File: config.mk
export PLATFORM = sky130hd
export DESIGN_NAME = fifo_rd_arbiter
export DESIGN_NICKNAME = d
export VERILOG_FILES = /design/src/rtl/fifo_pkg.sv /design/src/rtl/fifo_rd_arbiter_rr.sv /design/src/rtl/fifo_rd_arbiter.sv
export SDC_FILE = /design/constraint.sdc
export NUM_CORES = 1
export LEC_CHECK = 0
export CORE_ASPECT_RATIO = 1.4
export CORE_MARGIN = 4
export CORE_UTILIZATION = 50
export CTS_BUF_LIST = sky130_fd_sc_hd__clkbuf_16
export CTS_CLUSTER_SIZE = 28
export DETAILED_ROUTE_END_ITERATION = 7
export PLACE_DENSITY = 0.82
export REMOVE_ABC_BUFFERS = 1
export SLEW_MARGIN = 30
export SYNTH_ARGS = -nofsm -noshare
export SYNTH_HDL_FRONTEND = slang
export SYNTH_SLANG_ARGS = --single-unit
File: constraint.sdc
create_clock -name rd_clk -period 5.25 [get_ports rd_clk]
set_clock_uncertainty 0.05 [all_clocks]
set_input_delay 0.7875 -clock rd_clk [delete_from_list [all_inputs] [get_ports rd_clk]]
set_output_delay 0.7875 -clock rd_clk [all_outputs]
set_load 0.01 [all_outputs]
File: src/rtl/fifo_pkg.sv
// Shared definitions for the async-FIFO read-side logic: arbiter state
// encoding, width helper and the FIFO's own sizing constants.
package fifo_pkg;

   typedef enum logic {
      IDLE  = 1'b0,
      BURST = 1'b1
   } arb_state_e;

   localparam int DEFAULT_DATA_W = 8;

   // Binary read/write pointer width of the FIFO (depth 16 plus wrap bit).
   localparam int FIFO_PTR_W = 5;

   // Ceiling log2; clog2(1) = 0.
   function automatic int clog2(input int v);
      int r;
      r = 0;
      for (int i = 0; i < 31; i++) begin
         if ((1 << i) < v) r = i + 1;
      end
      return r;
   endfunction

endpackage

File: src/rtl/fifo_rd_arbiter_rr.sv
// Round-robin pick: first set request at or after the pointer, wrapping.
module rr_arbiter
   import fifo_pkg::*;
#(
   parameter int NUM_REQ = 4,
   parameter int IDX_W   = clog2(NUM_REQ)
) (
   input  logic [NUM_REQ-1:0] req,
   input  logic [IDX_W-1:0]   rr_ptr,
   output logic [NUM_REQ-1:0] gnt,
   output logic [IDX_W-1:0]   idx,
   output logic               any
);

   localparam int SW = IDX_W + 1;

   logic [SW-1:0]    sum;
   logic [IDX_W-1:0] cand;

   // Scan NUM_REQ positions starting at rr_ptr; the first hit wins.
   always_comb begin
      gnt  = '0;
      idx  = '0;
      any  = 1'b0;
      sum  = '0;
      cand = '0;
      for (int k = 0; k < NUM_REQ; k++) begin
         sum = {1'b0, rr_ptr} + SW'(k);
         if (sum >= SW'(NUM_REQ)) sum = sum - SW'(NUM_REQ);
         cand = sum[IDX_W-1:0];
         if (!any && req[cand]) begin
            any       = 1'b1;
            idx       = cand;
            gnt[cand] = 1'b1;
         end
      end
   end

endmodule

File: src/rtl/fifo_rd_arbiter.sv
// Read-port arbiter for the async FIFO: round-robin grants with bounded
// bursts, read enable gated by owner request and empty flag, and one-hot
// steering of popped words back to their owner.
module fifo_rd_arbiter
   import fifo_pkg::*;
#(
   parameter int NUM_REQ   = 4,
   parameter int DATA_W    = DEFAULT_DATA_W,
   parameter int BURST_MAX = 4
) (
   input  logic               rd_clk,
   input  logic               rst_n,
   input  logic [NUM_REQ-1:0] req,
   input  logic               fifo_empty,
   input  logic [DATA_W-1:0]  fifo_rd_data,
   output logic               fifo_rd_en,
   output logic [NUM_REQ-1:0] grant,
   output logic [DATA_W-1:0]  dout,
   output logic [NUM_REQ-1:0] dout_valid,
   output logic               busy
);

   localparam int IDX_W = clog2(NUM_REQ);
   localparam int CNT_W = clog2(BURST_MAX) + 1;

   arb_state_e         state_q;
   logic [NUM_REQ-1:0] grant_q;
   logic [IDX_W-1:0]   owner_q;
   logic [IDX_W-1:0]   rr_ptr_q;
   logic [CNT_W-1:0]   burst_cnt_q;
   logic               pop_dly_q;
   logic [IDX_W-1:0]   owner_dly_q;

   logic [NUM_REQ-1:0] arb_gnt;
   logic [IDX_W-1:0]   arb_idx;
   logic               arb_any;
   logic               pop;
   logic               burst_last;
   logic               burst_exit;
   logic [IDX_W-1:0]   ptr_next;

   rr_arbiter #(
      .NUM_REQ (NUM_REQ),
      .IDX_W   (IDX_W)
   ) u_rr (
      .req    (req),
      .rr_ptr (rr_ptr_q),
      .gnt    (arb_gnt),
      .idx    (arb_idx),
      .any    (arb_any)
   );

   // Only the owner's request can pop, and never while the FIFO is empty.
   assign pop        = (state_q == BURST) && req[owner_q] && !fifo_empty;
   assign burst_last = (burst_cnt_q == CNT_W'(BURST_MAX - 1));
   assign burst_exit = (pop && burst_last) || !req[owner_q] || fifo_empty;
   assign ptr_next   = (owner_q == IDX_W'(NUM_REQ - 1)) ? '0 : owner_q + IDX_W'(1);

   // Grant FSM: pick a winner in IDLE, count pops in BURST, rotate on exit.
   always_ff @(posedge rd_clk or negedge rst_n) begin
      if (!rst_n) begin
         state_q     <= IDLE;
         grant_q     <= '0;
         owner_q     <= '0;
         rr_ptr_q    <= '0;
         burst_cnt_q <= '0;
      end else begin
         case (state_q)
            IDLE: begin
               if (arb_any && !fifo_empty) begin
                  state_q     <= BURST;
                  grant_q     <= arb_gnt;
                  owner_q     <= arb_idx;
                  burst_cnt_q <= '0;
               end else begin
                  grant_q <= '0;
               end
            end
            BURST: begin
               if (burst_exit) begin
                  state_q  <= IDLE;
                  grant_q  <= '0;
                  rr_ptr_q <= ptr_next;
               end else if (pop) begin
                  burst_cnt_q <= burst_cnt_q + CNT_W'(1);
               end
            end
            default: begin
               state_q <= IDLE;
               grant_q <= '0;
            end
         endcase
      end
   end

   // Remember who popped so the word arriving next cycle is steered to them.
   always_ff @(posedge rd_clk or negedge rst_n) begin
      if (!rst_n) begin
         pop_dly_q   <= 1'b0;
         owner_dly_q <= '0;
      end else begin
         pop_dly_q   <= pop;
         owner_dly_q <= owner_q;
      end
   end

   // One-hot data-valid for the consumer whose pop produced this word.
   always_comb begin
      dout_valid = '0;
      if (pop_dly_q) dout_valid[owner_dly_q] = 1'b1;
   end

   assign fifo_rd_en = pop;
   assign grant      = grant_q;
   assign dout       = fifo_rd_data;
   assign busy       = (state_q == BURST);

endmodule

# [Yosys cells after proc, flatten, opt, wreduce, memory -nomap -nowiden]
# Index checks and enable logic that the tools add are counted.
[op_classes] n_addsub=9 reduce_logical=22 n_lt_le_gt_ge=15 shifts=0 eq_ne=6 n_bitwise=4 muxes=48 multipliers=0 div_mod_pow=0
[ops] operator="4-bit two-way mux" count=7
[ops] operator="2-bit by 3-bit less-than comparator with 1-bit output (second input constant)" count=6
[ops] operator="2-bit two-way mux" count=9
[ops] operator="1-bit two-way mux" count=16
[ops] operator="1-bit logical AND" count=12
[ops] operator="4-bit bitwise OR" count=3
[ops] operator="1-bit binary-select mux with 2-bit select" count=5
[ops] operator="1-bit demux with 2-bit select" count=5
[ops] operator="2-bit by 1-bit greater-or-equal comparator with 1-bit output (second input constant)" count=5
[ops] operator="3-bit greater-or-equal comparator (second input constant)" count=3
[ops] operator="3-bit two-way mux" count=3
[ops] operator="4-bit case mux with 2 select lines" count=1
[ops] operator="2-bit by 1-bit subtractor with 2-bit output (second input constant)" count=4
[ops] operator="2-bit by 2-bit adder with 3-bit output (second input constant)" count=2
[ops] operator="3-bit case mux with 2 select lines" count=1
[ops] operator="1-bit zero test" count=5
[ops] operator="2-bit by 1-bit inequality test with 1-bit output (second input constant)" count=2
[ops] operator="2-bit inequality test (second input constant)" count=2
[ops] operator="2-bit AND reduction" count=2
[ops] operator="2-bit by 1-bit adder with 3-bit output (second input constant)" count=1
[ops] operator="3-bit by 1-bit adder with 3-bit output (second input constant)" count=1
[ops] operator="3-bit by 2-bit equality test with 1-bit output (second input constant)" count=1
[ops] operator="2-bit by 3-bit greater-or-equal comparator with 1-bit output (second input constant)" count=1
[ops] operator="3-bit AND reduction" count=1
[ops] operator="other kinds (5)" count=6
[totals] latch_bits=0 rom_bits=0 output_inout_bits=18 ram_bits=0 inputBits=15 regBits=15 mem_count=0

# [Logic depth before layout (Yosys ltp)]
# Gate-level depths: netlist of run 1.
[depth] depth_word=17 mapped_depth=8 depth_no_buf=7

# [Hierarchy]
# Synthesis of run 1 repeated with hierarchy kept, for this count alone.
[unflattened] hier_cells=105 area_unflattened_um2=1174.9
[by_module_without_submodules] mod="fifo_rd_arbiter" cells_each=60 area_each_um2=753.2 n_inst=1 seq_area_each_um2=375.4
[by_module_without_submodules] mod="rr_arbiter" cells_each=45 area_each_um2=421.7 n_inst=1 seq_area_each_um2=0.0

# [Worst setup path after synthesis of run 1]
# Ideal clock, no wire load.
[synth_path] path_kind="register -> register" from="reg rr_ptr_q[0]" to="reg burst_cnt_q[0]" required_time_ps=5075 setup_ps=125 n_path_buf=1 arrival_time_ps=2583 setup_slack_ps=2492 stages_incl_launch_ff=9 path_cell_list="dfrtp_1 buf_6 inv_1 ha_1 mux4_2 or2_4 o31ai_4 o31ai_2 mux2_4"
[synth_between] elab_chain_cells=17 word_cells_on_any_way=36
[synth_lines] item="start: declaration" line_no="fifo_rd_arbiter.sv:29" text="logic [IDX_W-1:0] rr_ptr_q;"
[synth_lines] item="start signal: assignment" line_no="fifo_rd_arbiter.sv:83" text="rr_ptr_q <= ptr_next;"
[synth_lines] item="branches (longest 13 deep; another with 2-bit by 1-bit adder with 3-bit output)"
[synth_lines] item="1-bit two-way mux (*)" line_no="fifo_rd_arbiter_rr.sv:31" text="if (!any && req[cand]) begin"
[synth_lines] item="1-bit logical AND (*)" line_no="fifo_rd_arbiter.sv:70" text="if (arb_any && !fifo_empty) begin"
[synth_lines] item="2-bit inequality test (no source line) (*)"
[synth_lines] item="3-bit AND reduction (no source line) (*)"
[synth_lines] item="end signal: assignment" line_no="fifo_rd_arbiter.sv:85" text="burst_cnt_q <= burst_cnt_q + CNT_W'(1);"
[synth_lines] item="end: declaration" line_no="fifo_rd_arbiter.sv:30" text="logic [CNT_W-1:0] burst_cnt_q;"
# Mark *: on every way between the ends. The select of a mux whose other input is x is not followed.
# A chain may end at the register's enable or synchronous reset.

# [Final worst setup path of run 1]
[layout_path] from="in req[3]" to="out fifo_rd_en"
[layout_between] elab_chain_cells=4
[layout_lines] item="start: declaration" line_no="fifo_rd_arbiter.sv:13" text="input logic [NUM_REQ-1:0] req,"
[layout_lines] item="1-bit binary-select mux with 2-bit select" line_no="fifo_rd_arbiter.sv:54" text="assign pop = (state_q == BURST) && req[owner_q] && !fifo_empty;"
[layout_lines] item="1-bit two-way mux (implied by the code)" line_no="fifo_rd_arbiter.sv:54"
[layout_lines] item="1-bit logical AND (2 in series)" line_no="fifo_rd_arbiter.sv:54"
[layout_lines] item="end: declaration" line_no="fifo_rd_arbiter.sv:16" text="output logic fifo_rd_en,"
# No other way between the ends. The select of a mux whose other input is x is not followed.

==> impl_results.md, run 1 <==
* FF-to-FF path depth at 7
* XOR/XNOR Fraction of Synth Area at 0.00785
* Async SR Flop Fraction at 1.00
* Post-Synth Adder-Cell Area at 0.112
* Vias in the first global route at 877
* Fmax at 0.297 GHz
* Post-route minimum period at 3.36 ns
* Register area share after synthesis at 0.336
* IO Pins at 33
* Layout area overhead at 17.2%
* Gpl congestion at 0.805
* Starting Density at 0.519
* Slew Limit Headroom at 0.558
* Status: completed
* Post-synth top cells: 15 x dfrtp_1, 11 x nor2_1, 10 x ha_1
* Avg Cell Area, Syn at 10.5 um2
* Slowest cell on crit path: clkdlybuf4s50_1
* Initial antenna violation count at 0
* Fin. Hold Viols at 0
* Crit. End Element: output pin
* Wire length of the first global-routing pass at 3730 um
* HPWL Detailed at 1700 um
* Largest family of logic cells by synthesized area: multiplexers
* # DRC at 0
* CTS root buffer: clkbuf_16
* Max-cap viol count at 0
* Crit-path leading delay family: buffers and inverters
* Yosys warns at 0
* Via-to-Cell Ratio at 6.04
* Drt wl/cell at 15.8 um
* CP most frequent cell: clkdlybuf4s50_1
* CP Class: in2out
* Hold Buf Count CTS at 0
* EDFF count, synth at 0
* Hold path endpoint: owner_dly_q[1]
* Buffer and inverter count on the worst path at 2
* Synth Area in Simple Gates at 0.142
* Fillers at 185
* RR Startpoint: rr_ptr_q[0]
* Area contributors post-synth: dfrtp_1 34%, ha_1 11%, mux4_2 10%
* GRT Total Usage at 0.165
* Startpoint types: input pin
* Worst Hold Slack at 0.422 ns
* Synthesized area at 0.00112 mm2
* Core Area at 0.00215 mm2
* Post-synthesis compound-gate area fraction at 0.152
* R2r endpoint: burst_cnt_q[0]
* Mux cell area share after synthesis at 0.161
* Antenna Nets Post-Route at 0
* FP Rows at 20
* Reg clk slew, reported paths at 0.05 ns
* CTS tree: yes
* Yosys top cell area share at 0.336
* Die outline width at 47.9 um
* CP max FO at 7
* DR pass1 iterations at 4
* WP data arrival at 2.53 ns
* Least-Margin Pin Slew at 0.661 ns
* Vias at 834
* Leading area contributor after synthesis: dfrtp_1
* Port bufs at 16
* Cell Pwr Density at 612 mW/mm2
* Yosys reg bits at 15
* Critical Path Max Stage Delay at 0.51 ns
* Cells after synthesis at 106
* Setup TNS at 0 ns
* Antenna diodes at 0
* Die ar. at 0.00306 mm2
* Worst Hold Depth at 0
* Critical path required time at 4.41 ns
* Layout Nets at 142
* Clock Latency Late Sink at 0.24 ns
* Part of the cycle the worst path needs at 0.641
* Finish-stage setup viols at 0
* Pleak at 0.574 nW
* Total global routing overflow at 0
* Sink Count at 15
* Share of cells above drive strength 1 at 0.121
* Most frequent cell after synthesis: dfrtp_1
* H-Tree Depth at 1
* Largest net degree at the start of global routing at 16
* Die height at 63.9 um
* HP Start: owner_q[1]
* R2r setup slk at 2.05 ns
* CTS Buffer Depth at 2
* Final Max Tran Viols at 0
* Synth unique cells at 29
* Drt total wl at 2180 um
* Post-CTS Setup Bufs at 0
* Initial DRC Count at 6
* Top_reg_cell synth: dfrtp_1
* Post-cts resize count at 0
* Worst hold path type: reg2reg
* Crit-path cells: clkdlybuf4s50_1, mux4_2, nand2b_1, nor2_1, clkdlybuf4s50_1
* RSZ-0062 raised after global routing: false
* Cts bufs inserted at 3
* Worst vdd ir at 0.000307 V
-- flip-flops by register name, indices dropped and copies added (netlist names) --
signal / cells
pop_dly_q: 1
grant: 4
owner_q: 2
busy: 1
owner_dly_q: 2
rr_ptr_q: 2
burst_cnt_q: 3
-- report_power, final --
| part | switching [mW] | total (mW) | internal, mW |
|---|---|---|---|
| clock | 0.0436 | 0.144 | 0.101 |
| combinational | 0.204 | 0.428 | 0.224 |
| sequential | 0.0642 | 0.227 | 0.163 |
| total | 0.312 | 0.800 | 0.488 |
-- cell type report --
| cell class | count | area [um2] | area share |
|---|---|---|---|
| inverter | 6 | 22.5 | 0.0172 |
| sequential | 15 | 375 | 0.287 |
| clock buffer | 3 | 75.1 | 0.0574 |
| timing repair buffer | 16 | 160 | 0.122 |
| clock inverter | 1 | 3.75 | 0.00287 |
| tap | 22 | 27.5 | 0.0211 |
| multi-input combinational | 75 | 643 | 0.492 |
-- placed cells by master, fill, tap and decap left out, drive strengths merged, types with 2 or more instances in the layout --
cell | synthesis | layout
o21ai | 8 | 8
o31ai | 2 | 2
nor2 | 11 | 11
a221o | 4 | 4
ha | 10 | 10
mux2 | 3 | 3
dfrtp | 15 | 15
mux4 | 5 | 5
clkbuf | 1 | 3
inv | 6 | 7
nand2 | 7 | 7
a22oi | 4 | 4
nor3b | 2 | 2
nand2b | 6 | 6
mux2i | 3 | 3
clkdlybuf4s50 | 0 | 16
-- kinds of logic after synthesis --
logic type	Yosys count
multiplexers	11
XOR/XNOR	1
AO/OA/AOI/OAI	21
flip-flops	15
buffers and inverters	16
AND/OR/NAND/NOR	32
adder cells (fa/ha/maj)	10
-- metrics by stage --
| stage | power (mW) | setup WS [ns] | util | cells | instance area (um2) |
|---|---|---|---|---|---|
| after global placement | 0.634 | 1.96 | 0.571 | 134 | 1230 |
| after detailed placement | 0.657 | 1.89 | 0.571 | 134 | 1230 |
| after CTS | 0.804 | 1.89 | 0.608 | 138 | 1310 |
| after floorplan | 0.532 | 2.32 | - | 96 | 1040 |
| final | 0.800 | 1.89 | 0.608 | 138 | 1310 |
| after global routing | 0.864 | 1.77 | 0.608 | 138 | 1310 |
-- how the worst max path moves through the flow --
stage                      from             end  slack (ns)  cells after the start
floorplan           rr_ptr_q[0]  burst_cnt_q[0]        2.32                      7
global placement         req[3]      fifo_rd_en        1.96                      5
detailed placement       req[3]      fifo_rd_en        1.89                      5
CTS                      req[3]      fifo_rd_en        1.89                      5
global route             req[3]      fifo_rd_en        1.77                      5
finish                   req[3]      fifo_rd_en        1.89                      5
-- layer usage --
metal,up-vias,track usage,part of all wire
met5,-,0,0
met2,34,0.278,0.53
met3,6,0.0423,0.061
met4,0,0.0943,0.035
met1,398,0.173,0.38
li1,396,-,-
Note: power is estimated with default switching activity, not from simulation.
==> run 2: changes to the inputs <==
Settings changed: CORE_UTILIZATION 50 to 42, PLACE_DENSITY 0.82 to 0.73.
Clock period 5.25 ns to 3.02 ns, I/O delays scaled along.
==> run 2 against run 1 <==
Net effect:
- sequential share of layout area down 0.80 points
- wire length fell by 3.4%
- global-route usage is 2.3 points lower
- worst setup slack got worse by 1.5 ns
- combinational power grew 90%
- first-iteration DRC count rose by 50%
- sequential power increased by 55%
- design area increased by 2.9%
- core utilization shrank 6.3 points
- critical path depth unchanged
- critical endpoint unchanged
- largest power group unchanged
==> impl_results.md, run 2 (same netlist as run 1, synthesis figures left out) <==
* Status: completed
* Initial DRC Count at 9
* R2r setup slk at 0.42 ns
* H-Tree Depth at 1
* Die outline width at 51.6 um
* Slowest cell on crit path: mux4_2
* Antenna diodes at 0
* Area of the multi-input gates at 643 um2
* Starting Density at 0.452
* Post-cts resize count at 0
* Hold Buf Count CTS at 0
* CP Class: in2out
* Met1 Use GR at 0.145
* Layout area overhead at 20.5%
* Register area at 375 um2
* Least-Margin Pin Slew at 0.639 ns
* Fin. Hold Viols at 0
* Die height at 69.0 um
* Largest net degree at the start of global routing at 16
* # DRC at 0
* Critical path required time at 2.52 ns
* Die ar. at 0.00356 mm2
* Port bufs at 16
* Sink Count at 15
* Part of the cycle the worst path needs at 0.887
* RSZ-0062 raised after global routing: false
* Layout Nets at 145
* Pre-CTS setup slack at 0.237 ns
* Power Total at 1.42 mW
* CTS root buffer: clkbuf_16
* Final Non-Filler Cells at 153
* Final Max Tran Viols at 0
* Most common cell after layout, fill and taps aside: clkdlybuf4s50_1
* Vias at 859
* CP max FO at 7
* Crit. End Element: output pin
* Cts bufs inserted at 3
* Share of cells above drive strength 1 at 0.143
* HPWL Detailed at 1730 um
* Via-to-Cell Ratio at 5.61
* Final Cell Area at 0.00135 mm2
* Finish-stage setup viols at 0
* Drt total wl at 2110 um
* Core Area at 0.00247 mm2
* FP Rows at 21
* Worst hold path type: reg2reg
* Layer with the highest usage: met2
* Placed instance count at 149
* CP most frequent cell: clkdlybuf4s50_1
* Fillers at 221
* Post-layout util at 0.545
* Cell Pwr Density at 1050 mW/mm2
* Vias in the first global route at 911
* Startpoint types: input pin
* Max-cap viol count at 0
* Total global routing overflow at 0
* Fin worst setup slack at 0.342 ns
* CTS Buffer Depth at 2
* DR pass1 iterations at 4
* Flip-flop count of the largest register after layout at 4
* Met2 GRT Util at 0.255
* Gpl congestion at 0.825
* Post-route minimum period at 2.68 ns
* GRT Total Usage at 0.142
* Clock Latency Late Sink at 0.24 ns
* Placed standard-cell area at 0.00127 mm2
* Crit-path cells: clkdlybuf4s50_1, mux4_2, nand2b_1, nor2_1, clkdlybuf4s50_1
* Setup TNS at 0 ns
* Antenna Nets Post-Route at 0
* Worst vdd ir at 0.000498 V
* Fmax at 0.373 GHz
* Drt wl/cell at 13.8 um
* Reg clk slew, reported paths at 0.05 ns
* Slew Limit Headroom at 0.573
* Wire length of the first global-routing pass at 3780 um
* Post-CTS Setup Bufs at 0
* Highest-count cells in the layout ignoring fill and taps: 16 x clkdlybuf4s50_1, 15 x dfrtp_1, 11 x nor2_1
* Met3 Use GR at 0.0430
* WP data arrival at 2.18 ns
* CTS tree: yes
* Critical Path Max Stage Delay at 0.51 ns
* Pleak at 0.588 nW
* Initial antenna violation count at 0
* IO Pins at 33
* Worst Hold Slack at 0.410 ns
-- run 2: cell types whose count changed in the layout (fill, tap and decap cells not counted) --
cell | before | now
buf_4 | 0 | 3
-- run 2: layer usage --
| layer | vias to the layer above | share of wire |
|---|---|---|
| li1 | 406 | - |
| met5 | - | 0 |
| met3 | 6 | 0.082 |
| met1 | 400 | 0.38 |
| met2 | 47 | 0.52 |
| met4 | 0 | 0.022 |
-- run 2: worst max-delay path: cells and delay by family --
kind | cells | cell delay [ns]
simple gates | 2 | 0.25
buf+inv | 2 | 0.97
mux | 1 | 0.51
-- run 2: report_power, final --
group          internal (mW)  total, mW  switching, mW
clock network          0.175      0.251         0.0758
logic                  0.412      0.812          0.401
registers              0.284      0.352         0.0677
-- run 2: worst paths after layout --
| kind | start | to | cells past startpoint |
|---|---|---|---|
| worst max register to register | rr_ptr_q[1] | grant[1] | 7 |
| worst max-delay path | req[3] | fifo_rd_en | 5 |
| min in group asynchronous | rst_n | burst_cnt_q[0] | 1 |
| max in group asynchronous | rst_n | owner_dly_q[0] | 1 |
| worst min-delay path | owner_q[1] | owner_dly_q[1] | 0 |
| worst min register to register | owner_q[1] | owner_dly_q[1] | 0 |
-- run 2: cell type report --
cell class	instances	area share
timing repair buffer	19	0.136
sequential	15	0.279
clock inverter	1	0.00279
inverter	6	0.0167
tap	34	0.0316
multi-input combinational	75	0.478
clock buffer	3	0.0558
==> run 3: changes to the inputs <==
Settings changed: CORE_UTILIZATION 42 to 50, MAX_ROUTING_LAYER set to met4, PLACE_DENSITY 0.73 to 0.82.
Clock period 3.02 ns to 3.15 ns, I/O delays scaled along.
==> run 3 against run 2 <==
Net effect:
- sequential power down 3%
- via count down 0.70%
- core utilization up 7.3 points
- worst hold slack better by 0.0020 ns
- wire length up 4.7%
- critical path type unchanged
- critical path depth unchanged
- worst setup slack better by 0.071 ns
- non-clock buffer count unchanged
- largest cell class unchanged
- cell count down 7.8%
- combinational power down 2.7%
- count of clock-buffer cells in the layout unchanged
- first-iteration DRC count up 120%
==> impl_results.md, run 3 (same netlist as run 1, synthesis figures left out) <==
* Clock Latency Late Sink at 0.24 ns
* Final Non-Filler Cells at 141
* Largest net degree at the start of global routing at 16
* Cts bufs inserted at 3
* CTS tree: yes
* Worst vdd ir at 0.000619 V
* Post-layout util at 0.618
* Final Max Tran Viols at 0
* Max-cap viol count at 0
* Sink Count at 15
* Starting Density at 0.519
* Reg power frac at 0.248
* Highest-count cells in the layout ignoring fill and taps: 16 x clkdlybuf4s50_1, 15 x dfrtp_1, 11 x nor2_1
* Antenna Nets Post-Route at 0
* Post-CTS Setup Bufs at 0
* Combinational Power Share at 0.577
* Gpl congestion at 0.839
* Pleak at 0.588 nW
* CTS Buffer Depth at 2
* Startpoint types: input pin
* Post-route minimum period at 2.74 ns
* FP Rows at 20
* Hold path endpoint: owner_dly_q[1]
* Met3 WL at 154 um
* Vias at 853
* Crit. End Element: output pin
* Core Area at 0.00215 mm2
* Placed instance count at 137
* Initial antenna violation count at 0
* R2r endpoint: grant[2]
* WP data arrival at 2.21 ns
* HPWL Detailed at 1810 um
* Power Total at 1.37 mW
* HP Start: owner_q[1]
* Post-cts resize count at 0
* DR WL met2 at 1210 um
* Fin. Hold Viols at 0
* Die outline width at 47.9 um
* GRT Total Usage at 0.166
* Sw frac at 0.389
* Total global routing overflow at 0
* Cell Pwr Density at 1030 mW/mm2
* Layout area overhead at 19.2%
* Critical path required time at 2.63 ns
* CP max FO at 7
* Hold Buf Count CTS at 0
* Status: completed
* WL met1 at 819 um
* CP most frequent cell: clkdlybuf4s50_1
* Initial DRC Count at 20
* Least-Margin Pin Slew at 0.638 ns
* DR pass1 iterations at 4
* Max layer used: met4
* Part of the cycle the worst path needs at 0.869
* IO Pins at 33
* Via-to-Cell Ratio at 6.05
* Wire length of the first global-routing pass at 3710 um
* FF-to-FF path depth at 7
* Internal power at 836 uW
* Crit-path leading delay family: buffers and inverters
* Buffer and inverter count on the worst path at 2
* Flip-flop count of the largest register after layout at 4
* Drt total wl at 2210 um
* Share of cells above drive strength 1 at 0.143
* Fmax at 0.365 GHz
* H-Tree Depth at 1
* Clock Power Share at 0.175
* Finish-stage setup viols at 0
* Port bufs at 16
* RR Startpoint: rr_ptr_q[1]
* Worst hold path type: reg2reg
* Worst Hold Slack at 0.412 ns
* Crit-path cells: clkdlybuf4s50_1, mux4_2, nand2b_1, nor2_1, clkdlybuf4s50_1
* Switch Pwr at 533 uW
* Vias in the first global route at 857
* RSZ-0062 raised after global routing: false
* Slowest cell on crit path: mux4_2
* Reg clk slew, reported paths at 0.04 ns
* # DRC at 0
* CTS root buffer: clkbuf_16
* Worst Hold Depth at 0
* Critical Path Max Stage Delay at 0.51 ns
* R2r setup slk at 0.46 ns
* Antenna diodes at 0
* Drt wl/cell at 15.7 um
* Slew Limit Headroom at 0.573
* Setup TNS at 0 ns
* Most common cell after layout, fill and taps aside: clkdlybuf4s50_1
* Die ar. at 0.00306 mm2
* Die height at 63.9 um
* Layout Nets at 145
* CP Class: in2out
-- run 3: area by class of cell --
type	instances	area, um2
flip-flops and latches	15	375
clock buffers	3	75.1
fillers	170	822
clock inverters	1	3.75
well taps	22	27.5
multi-input cells	75	643
repair buffers	19	183
inverters	6	22.5
-- run 3: worst max-delay path by stage --
stage,start,end,slack [ns],depth (start not counted)
5_1_grt,rr_ptr_q[1],grant[2],0.27,7
6_report,req[3],fifo_rd_en,0.41,5
2_1_floorplan,rr_ptr_q[0],burst_cnt_q[0],0.22,7
3_5_place_dp,req[3],grant[2],0.33,6
4_1_cts,req[3],fifo_rd_en,0.40,5
3_3_place_gp,req[3],grant[1],0.43,6
-- run 3: through the flow --
step | setup slack, ns | instance area (um2)
2_1_floorplan | 0.216 | 1040
5_1_grt | 0.267 | 1330
6_report | 0.413 | 1330
3_5_place_dp | 0.327 | 1250
3_3_place_gp | 0.433 | 1250
4_1_cts | 0.402 | 1330
-- run 3: per-layer routing --
layer,vias to the layer above,track usage
li1,400,-
met1,412,0.174
met2,37,0.283
met3,4,0.0451
met4,0,0.0539
met5,-,-
-- run 3: power groups by stage --
stage	clock network (mW)	registers (mW)	logic, mW
after detailed placement	0	0.342	0.790
after global routing	0.255	0.351	0.869
after CTS	0.241	0.341	0.792
after floorplan	0	0.372	0.516
final	0.239	0.340	0.790
after global placement	0	0.338	0.752
